--- src/rtl/load_store_unit.sv ---
`default_nettype none
`timescale 1ns/1ps
// ============================================================================
// Module   : load_store_unit
// Brief    : RV32I byte/half/word loads and stores onto a word-only data_mem,
//            with sub-word stores done as read-modify-write.
// Revision : 1.0  initial release
// ============================================================================
module load_store_unit #(
    parameter int ADDR_WIDTH = 10,
    parameter int DATA_WIDTH = 32   // lane logic assumes 32
) (
    input  logic                    clk,
    input  logic                    rst_n,
    input  logic                    req_valid,
    output logic                    req_ready,
    input  logic                    req_write,
    input  logic [2:0]              req_funct3,
    input  logic [ADDR_WIDTH+1:0]   req_addr,
    input  logic [DATA_WIDTH-1:0]   req_wdata,
    output logic                    resp_valid,
    output logic [DATA_WIDTH-1:0]   resp_rdata,
    output logic                    resp_err,
    output logic                    mem_read,
    output logic                    mem_write,
    output logic [ADDR_WIDTH-1:0]   mem_addr,
    output logic [DATA_WIDTH-1:0]   mem_wdata,
    input  logic [DATA_WIDTH-1:0]   mem_rdata
);

    localparam logic [2:0] c_IDLE   = 3'd0;
    localparam logic [2:0] c_LOAD   = 3'd1;
    localparam logic [2:0] c_STORE  = 3'd2;
    localparam logic [2:0] c_RMW_RD = 3'd3;
    localparam logic [2:0] c_RMW_WR = 3'd4;
    localparam logic [2:0] c_RESP   = 3'd5;

    localparam logic [2:0] c_F3_B  = 3'b000;
    localparam logic [2:0] c_F3_H  = 3'b001;
    localparam logic [2:0] c_F3_W  = 3'b010;
    localparam logic [2:0] c_F3_BU = 3'b100;
    localparam logic [2:0] c_F3_HU = 3'b101;

    logic [2:0]              r_state;
    logic [2:0]              w_next_state;
    logic [2:0]              r_funct3;
    logic [ADDR_WIDTH+1:0]   r_addr;
    logic [15:0]             r_wdata;
    logic [DATA_WIDTH-1:0]   r_mem_wdata;
    logic [DATA_WIDTH-1:0]   r_rdata;
    logic                    r_err;

    logic                    w_f3_ok;
    logic                    w_align_ok;
    logic                    w_req_err;
    logic                    w_accept;
    logic [7:0]              w_byte;
    logic [15:0]             w_half;
    logic [DATA_WIDTH-1:0]   w_load_data;
    logic [DATA_WIDTH-1:0]   w_merge;

    assign w_accept = (r_state == c_IDLE) && req_valid;

    // Legality of the incoming request, evaluated on the raw req_* inputs
    always_comb begin
        w_f3_ok = 1'b0;
        case (req_funct3)
            c_F3_B, c_F3_H, c_F3_W: w_f3_ok = 1'b1;
            c_F3_BU, c_F3_HU:       w_f3_ok = ~req_write;
            default:                w_f3_ok = 1'b0;
        endcase
        w_align_ok = 1'b1;
        case (req_funct3[1:0])
            2'b01:   w_align_ok = ~req_addr[0];
            2'b10:   w_align_ok = (req_addr[1:0] == 2'b00);
            default: w_align_ok = 1'b1;
        endcase
        w_req_err = ~(w_f3_ok & w_align_ok);
    end

    always_ff @(posedge clk or negedge rst_n) begin
        if (!rst_n) begin
            r_state <= c_IDLE;
        end else begin
            r_state <= w_next_state;
        end
    end

    always_comb begin
        w_next_state = r_state;
        case (r_state)
            c_IDLE: begin
                if (req_valid) begin
                    if (w_req_err)
                        w_next_state = c_RESP;
                    else if (!req_write)
                        w_next_state = c_LOAD;
                    else if (req_funct3[1:0] == 2'b10)
                        w_next_state = c_STORE;
                    else
                        w_next_state = c_RMW_RD;
                end
            end
            c_LOAD:   w_next_state = c_RESP;
            c_STORE:  w_next_state = c_RESP;
            c_RMW_RD: w_next_state = c_RMW_WR;
            c_RMW_WR: w_next_state = c_RESP;
            c_RESP:   w_next_state = c_IDLE;
            default:  w_next_state = c_IDLE;
        endcase
    end

    always_comb begin
        req_ready  = (r_state == c_IDLE);
        resp_valid = (r_state == c_RESP);
        mem_read   = (r_state == c_LOAD)  || (r_state == c_RMW_RD);
        mem_write  = (r_state == c_STORE) || (r_state == c_RMW_WR);
    end

    assign mem_addr   = r_addr[ADDR_WIDTH+1:2];
    assign mem_wdata  = r_mem_wdata;
    assign resp_rdata = r_rdata;
    assign resp_err   = r_err;

    // Load lane select and extension
    always_comb begin
        case (r_addr[1:0])
            2'd0:    w_byte = mem_rdata[7:0];
            2'd1:    w_byte = mem_rdata[15:8];
            2'd2:    w_byte = mem_rdata[23:16];
            default: w_byte = mem_rdata[31:24];
        endcase
        w_half = r_addr[1] ? mem_rdata[31:16] : mem_rdata[15:0];
        case (r_funct3)
            c_F3_B:  w_load_data = {{24{w_byte[7]}}, w_byte};
            c_F3_H:  w_load_data = {{16{w_half[15]}}, w_half};
            c_F3_W:  w_load_data = mem_rdata;
            c_F3_BU: w_load_data = {24'd0, w_byte};
            c_F3_HU: w_load_data = {16'd0, w_half};
            default: w_load_data = '0;
        endcase
    end

    // Store lane insertion over the word read back in RMW_RD
    always_comb begin
        w_merge = mem_rdata;
        if (r_funct3[1:0] == 2'b00) begin
            case (r_addr[1:0])
                2'd0:    w_merge[7:0]   = r_wdata[7:0];
                2'd1:    w_merge[15:8]  = r_wdata[7:0];
                2'd2:    w_merge[23:16] = r_wdata[7:0];
                default: w_merge[31:24] = r_wdata[7:0];
            endcase
        end else if (r_addr[1]) begin
            w_merge[31:16] = r_wdata;
        end else begin
            w_merge[15:0] = r_wdata;
        end
    end

    // The merge is registered at the RMW_RD edge so mem_wdata is glitch-free
    // in RMW_WR and simply holds its last value in IDLE and RESP.
    always_ff @(posedge clk or negedge rst_n) begin
        if (!rst_n) begin
            r_funct3    <= '0;
            r_addr      <= '0;
            r_wdata     <= '0;
            r_mem_wdata <= '0;
            r_rdata     <= '0;
            r_err       <= 1'b0;
        end else begin
            case (r_state)
                c_IDLE: begin
                    if (w_accept) begin
                        r_funct3 <= req_funct3;
                        r_addr   <= req_addr;
                        r_wdata  <= req_wdata[15:0];
                        if (w_req_err) begin
                            r_err   <= 1'b1;
                            r_rdata <= '0;
                        end else if (req_write && (req_funct3[1:0] == 2'b10)) begin
                            r_mem_wdata <= req_wdata;
                        end
                    end
                end
                c_LOAD: begin
                    r_rdata <= w_load_data;
                    r_err   <= 1'b0;
                end
                c_STORE, c_RMW_WR: begin
                    r_rdata <= '0;
                    r_err   <= 1'b0;
                end
                c_RMW_RD: begin
                    r_mem_wdata <= w_merge;
                end
                default: ;
            endcase
        end
    end

endmodule
`default_nettype wire

--- config.mk ---
export PLATFORM = sky130hd
export DESIGN_NAME = load_store_unit
export DESIGN_NICKNAME = d
export VERILOG_FILES = /design/src/rtl/load_store_unit.sv
export SDC_FILE = /design/constraint.sdc
export NUM_CORES = 1
export LEC_CHECK = 0
export BUFFER_PORTS_ARGS = -buffer_cell sky130_fd_sc_hd__buf_2
export CAP_MARGIN = 20
export CORE_MARGIN = 2
export CORE_UTILIZATION = 55
export DETAILED_ROUTE_END_ITERATION = 12
export PLACE_DENSITY = 0.84
export SYNTH_ARGS = -nofsm -noshare
export SYNTH_HDL_FRONTEND = slang
export SYNTH_SLANG_ARGS = --single-unit
export TNS_END_PERCENT = 50
--- constraint.sdc ---
create_clock -name clk -period 3.45 [get_ports clk]
set_input_delay 0.5175 -clock clk [delete_from_list [all_inputs] [get_ports clk]]
set_output_delay 0.5175 -clock clk [all_outputs]
set_load 0.05 [all_outputs]
* Word-level counts from Yosys, hierarchy flattened *
Index checks and enable logic that the tools add are counted.

word-level totals
  register bits = 99
  output and inout port bits = 79
  logic and storage cells = 81

operators by class
  equal/unequal tests = 22
  muxes and demuxes = 27
  bitwise gates (word level) = 3
  reductions and logical operators = 22

operators by type and width
  operator                                                                 count
  32-bit two-way mux                                                       6
  32-bit case mux with 5 select lines                                      1
  32-bit case mux with 3 select lines                                      1
  32-bit case mux with 2 select lines                                      1
  16-bit two-way mux                                                       3
  8-bit two-way mux                                                        4
  8-bit case mux with 3 select lines                                       1
  3-bit equality test, second input constant                               6
  3-bit by 2-bit equality test with 1-bit output, second input constant    4
  3-bit by 1-bit equality test with 1-bit output, second input constant    3
  3-bit zero test                                                          3
  3-bit case mux with 3 select lines                                       1
  3-bit OR reduction                                                       3
  2-bit zero test                                                          3
  3-bit two-way mux                                                        2
  2-bit by 1-bit inequality test with 1-bit output, second input constant  3
  1-bit case mux with 2 select lines                                       3
  3-bit AND reduction                                                      2
  2-bit by 1-bit equality test with 1-bit output, second input constant    2
  2-bit equality test, second input constant                               2
  2-bit inequality test, second input constant                             2
  4-bit AND reduction                                                      1
  2-bit nonzero test                                                       2
  2-bit OR reduction                                                       2
  8 further kinds                                                          13

* Longest topological paths before layout *
  depth after elaboration = 7
  mapped depth = 8
  depth with buffers taken out = 6

* Worst setup path before layout *
OpenSTA, ideal clock, no wires.

  path type = reg2reg
  from = register r_state[1]
  to = register r_rdata[16] (netlist: resp_rdata[16])
  arrival = 2.575 ns
  data required time = 3.383 ns
  path slack = 0.808 ns
  stages on the path, launching flop included = 7
  period minus slack after synthesis = 2.642 ns
  cell sequence = dfrtp_1 -> clkbuf_1 -> nor3_1 -> nand2_1 -> o21ai_1 -> buf_2 -> a221o_1

on the way
  longest elaborated chain between the ends = 4

RTL lines
  item                                                               line  source
  from (decl)                                                        44    logic [2:0] r_state;
  from (signal assigned)                                             83    r_state <= c_IDLE;
  from (signal assigned)                                             85    r_state <= w_next_state;
  3-bit zero test (*)                                                -
  net req_ready                                                      16    output logic req_ready,
  1-bit logical AND                                                  62    assign w_accept = (r_state == c_IDLE) && req_valid;
  2-bit by 1-bit inequality test with 1-bit output (no source line)  -
  3-bit AND reduction (no source line)                               -
  to (signal assigned)                                               187   r_rdata <= w_load_data;
  to (decl)                                                          50    logic [DATA_WIDTH-1:0] r_rdata;

Mark *: on every way through the listed nets, which the timed path passes. The rest lies on a longest branch.
A chain may end at the register's enable or synchronous reset.

* Final worst setup path *
  from = register r_state[1]
  to = register r_mem_wdata[8] (netlist: mem_wdata[8])

on the way
  longest elaborated chain between the ends = 4

RTL lines
  item                                                               line     source
  3-bit zero test                                                    62, 172
  1-bit logical AND                                                  62
  2-bit by 1-bit inequality test with 1-bit output (no source line)  -
  4-bit AND reduction (no source line)                               -
  to (signal assigned)                                               182      r_mem_wdata <= req_wdata;
  to (signal assigned)                                               195      r_mem_wdata <= w_merge;
  to (decl)                                                          49       logic [DATA_WIDTH-1:0] r_mem_wdata;

Several ways; a longest one is shown, not always the timed one.

==> out/results.ini <==
[worst_setup_path]
cp_max_fo=16
cp.required_ns=3.71
cp-end-kind=register
arrival_ns=2.83
crit_path_top_delay_cell=dfrtp_1
worstPathCellList=nor4b_4 > buf_4 > and2_2 > nand3_2 > a221oi_1
start_kind=register
critPathTopFamily=simple AND/OR/NAND/NOR gates
crit_buf_inv=1
critPathMaxStageDelay_ns=0.56
critical_path_class=register to register

[logic_synthesis]
synth_top_cells_by_area=dfrtp_1 (44%), mux2_2 (4.6%), mux2i_1 (3.4%), mux4_2 (3.2%), o21ai_0 (3.1%)
synth_edf_count=0
synth-compound-area-share_pct=24.8
synthMuxAreaShare_pct=11.2
synthAdderAreaFrac_pct=0.669
syn-num-nets=613
yosys.area.top_type_share_pct=44.2
synthCells=527
yosys.area_share.xor_xnor_pct=0.312
syn_avg_cell_area_sq_um=10.6
synth_ff_type=dfrtp_1
yosys_warnings=0
synth_cell_types=60
synth-seq-cells=99
synth_area_sq_um=5610
synth_top_family_by_area=compound AO/OA/AOI/OAI gates
yosysTopAreaCell=dfrtp_1
async_flop_share_pct=100
yosysSeqAreaShare_pct=44.2
yosys.area_share.simple_pct=11.9

[layout]
final_cell_mix=buf_2 (160), dfrtp_1 (98), o21ai_0 (35)
regArea_sq_um=2480
mostFrequentLayoutCell=buf_2
n_fill_cell=826
antennaDiodeCount=0
fin_nets=735
fin_util_pct=67.4
layout-drive-gt1-share_pct=37.6
instances_no_fill=787
fin_area_sq_um=6610
syn2layout_area_growth_pct=17.9
multi_input_area_sq_um=2750

[global_route]
grt_overflow=0
antenna_found_initial=0
gr-usage-met2_pct=45.4
grt_pass1_wl_um=26100
grt-busiest-layer=met2
use_met1_pct=43.3
grt_pass1_vias=4850
grtUsageMet3_pct=7.30
grt.total_usage_pct=30.2
grt_max_degree=39

[pwr]
swShare_pct=52.0
p_clk_share_pct=12.2
leakage_nw=2.97
power.switching_mw=3.59
power_frac_seq_pct=30.7
peakVddDrop_v=0.000771
internal-power_mw=3.31
p_comb_share_pct=57.1
power_density_nw_per_um2=1040

[route]
wl_per_cell_um=21.2
num_vias=5246
drc=0
wl_um=16600
vias_per_cell=6.67
dr.pass1.iters=5
final_antenna_net_count=0
drtIter0Drc=621

[clocking]
htreeDepth=3
clk_latency_ns=0.38
ctsResizeCount=0
cts_tree=built
cts_buffer_depth=2
clk_pin_slew_ns=0.09
hold_buffers=0
numCtsBuffers=9
cts.sinks=99
cts_setup_buffers=0
cts_root_buf=clkbuf_8

[timing]
worst_pin_slew_ns=0.983
slew_headroom_pct=34.0
timing.final.crit_period_ns=2.57
setup_tns_ns=0
clock.fmax_mhz=390
setup_viol=0
layout_setup_ws_ns=0.883
slew_violations=0
finalClockSkew_ns=0.00289
rsz0062_at_grt=false
finalHoldViolCount=0
final.period_utilization_pct=74.4

[outcome]
status=completed

[placed_design]
dpl.cell_count=770
preCtsSetupSlack_ns=0.770
hpwl_um=12200
gp_congestion=0.894
portBuffers=161
dpl_cell_area_sq_um=6370

[flow_run]
cap_violations=0

[worst_hold_path]
hold_path.class=primary input to asynchronous set/reset pin

[die]
initial_core_util_pct=57.1
io_pins=162
rows=36
die_x_um=105
dieArea_sq_um=11000
coreArea_sq_um=9820
die_y_um=105

==> cell usage after synthesis (5+ instances only) <==
| library cell | n |
|---|---|
| dfrtp_1 | 99 |
| o21ai_0 | 35 |
| clkbuf_1 | 32 |
| nor2_1 | 29 |
| mux2_2 | 23 |
| nand2_1 | 21 |
| mux2i_1 | 19 |
| o2bb2ai_1 | 18 |
| inv_1 | 17 |
| a221o_1 | 16 |
| buf_4 | 14 |
| a221oi_1 | 13 |
| a31oi_1 | 13 |
| nand4_1 | 13 |
| nor4_1 | 13 |
| o31ai_1 | 13 |
| buf_2 | 12 |
| o311a_1 | 11 |
| a22o_1 | 8 |
| mux4_2 | 8 |
| a221oi_2 | 7 |
| nor3_1 | 7 |
| o211ai_1 | 7 |
| a211oi_1 | 6 |
| buf_1 | 5 |
| nand2b_1 | 5 |
| or4b_2 | 5 |
==> power groups by stage <==
stage / clock (mW) / sequential (mW) / combinational, mW
6_report: 0.840 / 2.12 / 3.94
5_1_grt: 0.890 / 2.18 / 4.15
4_1_cts: 0.849 / 2.11 / 3.92
3_5_place_dp: 0 / 2.12 / 3.90
3_3_place_gp: 0 / 2.10 / 3.80
2_1_floorplan: 0 / 3.02 / 2.18
==> sequential cells by signal, indices dropped and copies added (netlist names) <==
| name | flops |
|---|---|
| mem_wdata | 32 |
| resp_rdata | 32 |
| r_wdata | 16 |
| r_addr | 12 |
| r_funct3 | 3 |
| r_state | 3 |
| resp_err | 1 |
==> kinds of logic after synthesis <==
family,after synthesis
xor gates and xnor gates,2
adders and majority gates,3
and+or+nand+nor,116
muxes,50
buffers and inverters,82
AOI/OAI and AO/OA,175
DFF,99
==> final timing paths <==
| kind | slack, ns | start | to | depth (start not counted) |
|---|---|---|---|---|
| max | 0.88 | r_state[1] | mem_wdata[8] | 5 |
| min | 0.09 | rst_n | mem_wdata[24] | 1 |
| max reg2reg | 0.88 | r_state[1] | mem_wdata[8] | 5 |
| min reg2reg | 0.49 | resp_rdata[15] | resp_rdata[15] | 1 |
| max in group asynchronous | 2.57 | rst_n | r_state[2] | 2 |
| min in group clk | 0.36 | req_addr[10] | r_addr[10] | 2 |
==> through the flow <==
stage	total power, mW	hold WS [ns]
after CTS	6.87	0.102
after detailed placement	6.02	0.473
after global placement	5.90	0.461
final	6.90	0.0860
after global routing	7.22	0.119
after floorplan	5.19	0.222
==> layer usage <==
layer	wire length (um)	part of all wire, %	vias up
li1	-	-	2290
met1	6590	40	2533
met2	7690	46	373
met3	1900	11	50
met4	478	2.9	0
met5	0	0	-
==> area by class of cell <==
class	count	share of cell area (%)
Inverter	17	0.965
Clock buffer	10	2.08
Tap cell	133	2.52
Timing Repair Buffer	176	14.0
Sequential cell	99	37.5
Clock inverter	6	1.34
Multi-Input combinational cell	346	41.6
(Power assumes the default switching activity.)
